--- src/rtl/stoch_bin_acc.sv ---
// Stochastic-to-binary converter: counts the ones in a unipolar bitstream over a
// window of 2^WIDTH valid samples and returns the (saturated) count via valid/ready.
module stoch_bin_acc #(
  parameter int WIDTH = 8
) (
  input  logic             clk,
  input  logic             rst_n,
  input  logic             start,
  input  logic             in_valid,
  input  logic             in,
  output logic             busy,
  output logic             out_valid,
  input  logic             out_ready,
  output logic [WIDTH-1:0] out
);

  typedef enum logic [1:0] {
    IDLE = 2'd0,
    RUN  = 2'd1,
    DONE = 2'd2
  } state_t;

  // Count value held before the 2^WIDTH-th sample is accepted.
  localparam logic [WIDTH:0] CNT_LAST = {1'b0, {WIDTH{1'b1}}};
  localparam logic [WIDTH:0] ONE      = {{WIDTH{1'b0}}, 1'b1};
  localparam logic [WIDTH:0] ZERO     = {(WIDTH+1){1'b0}};

  state_t           state_r;
  logic [WIDTH:0]   cnt_r;
  logic [WIDTH:0]   acc_r;
  logic [WIDTH:0]   acc_inc_s;
  logic [WIDTH-1:0] out_r;
  logic             busy_r;
  logic             out_valid_r;

  // An all-ones window overflows WIDTH bits; clamp it to the largest code.
  function automatic logic [WIDTH-1:0] saturate(input logic [WIDTH:0] v);
    if (v[WIDTH]) begin
      return {WIDTH{1'b1}};
    end else begin
      return v[WIDTH-1:0];
    end
  endfunction

  // Accumulator value including the current input bit.
  always_comb begin
    acc_inc_s = acc_r + {{WIDTH{1'b0}}, in};
  end

  // Window FSM with registered status and result outputs.
  always_ff @(posedge clk or negedge rst_n) begin
    if (!rst_n) begin
      state_r     <= IDLE;
      cnt_r       <= ZERO;
      acc_r       <= ZERO;
      out_r       <= {WIDTH{1'b0}};
      busy_r      <= 1'b0;
      out_valid_r <= 1'b0;
    end else begin
      case (state_r)
        IDLE: begin
          if (start) begin
            state_r <= RUN;
            cnt_r   <= ZERO;
            acc_r   <= ZERO;
            busy_r  <= 1'b1;
          end
        end
        RUN: begin
          if (in_valid) begin
            cnt_r <= cnt_r + ONE;
            acc_r <= acc_inc_s;
            if (cnt_r == CNT_LAST) begin
              out_r       <= saturate(acc_inc_s);
              state_r     <= DONE;
              busy_r      <= 1'b0;
              out_valid_r <= 1'b1;
            end
          end
        end
        DONE: begin
          // Handshake with start chains straight into the next window.
          if (out_ready) begin
            out_valid_r <= 1'b0;
            if (start) begin
              state_r <= RUN;
              cnt_r   <= ZERO;
              acc_r   <= ZERO;
              busy_r  <= 1'b1;
            end else begin
              state_r <= IDLE;
            end
          end
        end
        default: begin
          state_r     <= IDLE;
          cnt_r       <= ZERO;
          acc_r       <= ZERO;
          busy_r      <= 1'b0;
          out_valid_r <= 1'b0;
        end
      endcase
    end
  end

  assign busy      = busy_r;
  assign out_valid = out_valid_r;
  assign out       = out_r;

endmodule

--- config.mk ---
export PLATFORM = sky130hd
export DESIGN_NAME = stoch_bin_acc
export DESIGN_NICKNAME = d
export VERILOG_FILES = /design/src/rtl/stoch_bin_acc.sv
export SDC_FILE = /design/constraint.sdc
export NUM_CORES = 1
export LEC_CHECK = 0
export BUFFER_PORTS_ARGS = -buffer_cell sky130_fd_sc_hd__buf_2
export CORE_MARGIN = 2
export CORE_UTILIZATION = 40
export CTS_CLUSTER_DIAMETER = 60
export DETAILED_ROUTE_END_ITERATION = 16
export HOLD_SLACK_MARGIN = 0.02
export PLACE_DENSITY = 0.58
export SYNTH_ARGS = -nofsm -noshare
export SYNTH_HDL_FRONTEND = slang
export SYNTH_SLANG_ARGS = --single-unit
--- constraint.sdc ---
create_clock -name clk -period 1.8 [get_ports clk]
set_input_delay 0.36 -clock clk [delete_from_list [all_inputs] [get_ports clk]]
set_output_delay 0.36 -clock clk [all_outputs]
set_load 0.05 [all_outputs]
==> results.tsv <==
metric	value	unit
total negative setup slack	0	ns
Worst Path Required	1.97	ns
Skew-Pair Late Insertion Delay	0.28	ns
Final Slew Violations	0	
GRT Overall Usage	0.1685	
PwrDens	864.6	nW/µm²
ys async rst share	1.000	
htree depth	2	
synth top area cells	dfrtp_1 (48%), a21oi_1 (4.5%), o31ai_1 (3.8%)	
IO Pins	16	
DIE AREA	4443	µm²
Sw Share	0.2806	
post-synthesis cell area	1570	µm²
clk root buf	clkbuf_8	
post-synth top area share	0.4781	
Avg Cell Area, Syn	10.00	µm²
Max stage delay on crit path	0.36	ns
FMAX	0.5658	GHz
Starting Density	0.4226	
final setup fails	0	
worst rel slew slack	0.5522	
Nets	198	
combinational share of power	0.205	
WL final	3347	µm
Static Leak	0.8618	nW
clock buffer count from CTS	5	
Tmin final	1.767	ns
Psw	0.0004638	W
CTS tree	yes	
Critical Path Source Type	register	
largest net degree at the start of global routing	31	
Design Area, Final	1912	µm²
Main synth FF type	dfrtp_1	
row count	22	
die width	66.66	µm
Pwr Total	0.001653	W
syn_nets	167	
CTS sink cnt	30	
clock transition at the registers of the reported paths	0.06	ns
VDD IR-drop max	351.8	µV
Synth cell types	43	
worst-margin pin slew	0.6716	ns
cell internal pwr	0.001189	W
post-DP HPWL	2330	µm
crit-path cells	and3_4 -> nand3_4 -> nor2_2 -> ha_2 -> and4b_2 -> nand2b_1 -> mux2i_4 -> buf_12 -> a21oi_1	
Synth area leader	dfrtp_1	
crit path capture type	register	
pre-CTS setup slack	-0.007895	ns
fin crit share	0.9818	
final worst setup slack	0.03272	ns
Routed Antenna Nets	0	
Max Cap Viol	0	
CTS Buffer Depth	2	
clk_skew	0.001917	ns
Synth top cells by count	dfrtp_1 (30), nand2_1 (15), a21oi_1 (14), nor2_1 (14)	
CP max stage cell	dfrtp_1	
Reg power frac	0.473	
Hold/Removal Path Class	in -> async	
Die H	66.66	µm
layout cells sized above 1	0.2888	
WL/cell	14.24	µm
Via density	5.443	
number of enable flip-flop cells after synthesis	0	
diode count	0	
Synth-to-Final Area Change	21.75	%
Detailed Route Iter0 Violations	69	
status	complete, no violations	
unrepaired setup endpoints after global routing	true	
GPL Wtd Cong	0.8183	
sequential share of the synthesized area	0.4781	
clock network power share	0.323	
Synth Register Bits	30	
Core Area	3716	µm²
initial antenna violation count	0	
count leader, synth	dfrtp_1	
Critical Path Fanout Max	8	
DRC	0	
via count	1279	
Worst EP arrival	1.93	ns
Final Hold Fails	0	
iteration count of the initial detailed-routing pass	4	
number of global-route vias before repair	1185	
synth warn	0	
critical path class	reg -> reg	
first-pass GRT wire length	5464	µm
Placed Area	1740	µm²
Gate Count Post-Synth	157	
grt ovf	0	
Min Hold Slack	0.1134	ns
port buffer count	15	
-- power by group through the flow --
stage          Combinational [W]  Clock (W)  Sequential, W
6_report                0.000338   0.000533       0.000781
5_1_grt                 0.000376   0.000580       0.000789
4_1_cts                 0.000331   0.000550       0.000777
3_5_place_dp            0.000312          0       0.000793
3_3_place_gp            0.000294          0       0.000789
2_1_floorplan           0.000188          0       0.000790
-- routing by layer --
| layer | routed length [µm] | up-vias | track usage |
|---|---|---|---|
| li1 | - | 629 | - |
| met1 | 1480 | 612 | 0.2045 |
| met2 | 1649 | 32 | 0.2775 |
| met3 | 167 | 6 | 0.05574 |
| met4 | 49 | 0 | 0.06122 |
| met5 | 0 | - | 0 |
-- stage by stage --
stage / util / instances
final: 0.5145 / 235
after global routing: 0.5145 / 235
after CTS: 0.4936 / 232
after detailed placement: 0.4684 / 225
after global placement: 0.4684 / 225
after floorplan: - / 157
-- layout make-up --
class                      instances  area (µm²)
clock buffer                       6       82.58
inverter                           5       18.77
fill                             355        1804
timing repair buffer              31       207.7
multi-input combinational        115       792.0
sequential                        30       750.7
tap                               48       60.06
-- cells in the final DEF (no fill, tap or decap), types with 3 or more instances in the layout --
cell type,count
ha_1,3
inv_1,5
nor2_1,13
o22ai_1,3
a21oi_2,6
nand3_1,3
o31ai_1,8
o21bai_1,3
clkbuf_8,6
buf_4,15
a22o_1,3
or4_1,3
a21oi_1,9
buf_2,15
o21ai_0,8
dfrtp_1,30
xnor2_1,5
nand2_1,15
-- worst max-delay path, delay by kind of cell (launching register included) --
family / cells / cell delay (ns)
DFF: 1 / 0.36
AOI/OAI and AO/OA: 1 / 0.06
adders and majority gates: 1 / 0.18
and+or+nand+nor: 5 / 0.73
buffers and inverters: 1 / 0.14
muxes: 1 / 0.16
-- final timing paths --
check                           startpoint    endpoint  slack [ns]  depth (start not counted)
worst min-delay path                 rst_n      out[4]        0.11                          1
min in group clk                     start  state_r[0]        0.36                          3
max in group asynchronous            rst_n    cnt_r[2]        1.26                          1
worst min register to register    cnt_r[8]    cnt_r[8]        0.50                          1
worst max register to register    cnt_r[4]      out[5]        0.03                          9
worst max-delay path              cnt_r[4]      out[5]        0.03                          9
-- registers in the layout, summed over array words and instances (netlist names) --
signal     flops
acc_r          9
cnt_r          9
out            8
state_r        2
busy           1
out_valid      1
-- cells by family after synthesis --
family          synth area share
compound gates            0.1936
xor+xnor                 0.03347
fa+ha+maj                0.03187
buf+inv                  0.04701
flops                     0.4781
mux                      0.02709
simple gates              0.1889
-- repair_timing --
action,4_1_cts,5_1_grt
hold buffers,0,0
setup buffers,1,3
pin swaps,0,3
setup endpoints to repair,4,9
hold endpoints to repair,0,0
gates resized for setup,1,11
Note: power is estimated with default switching activity, not from simulation.
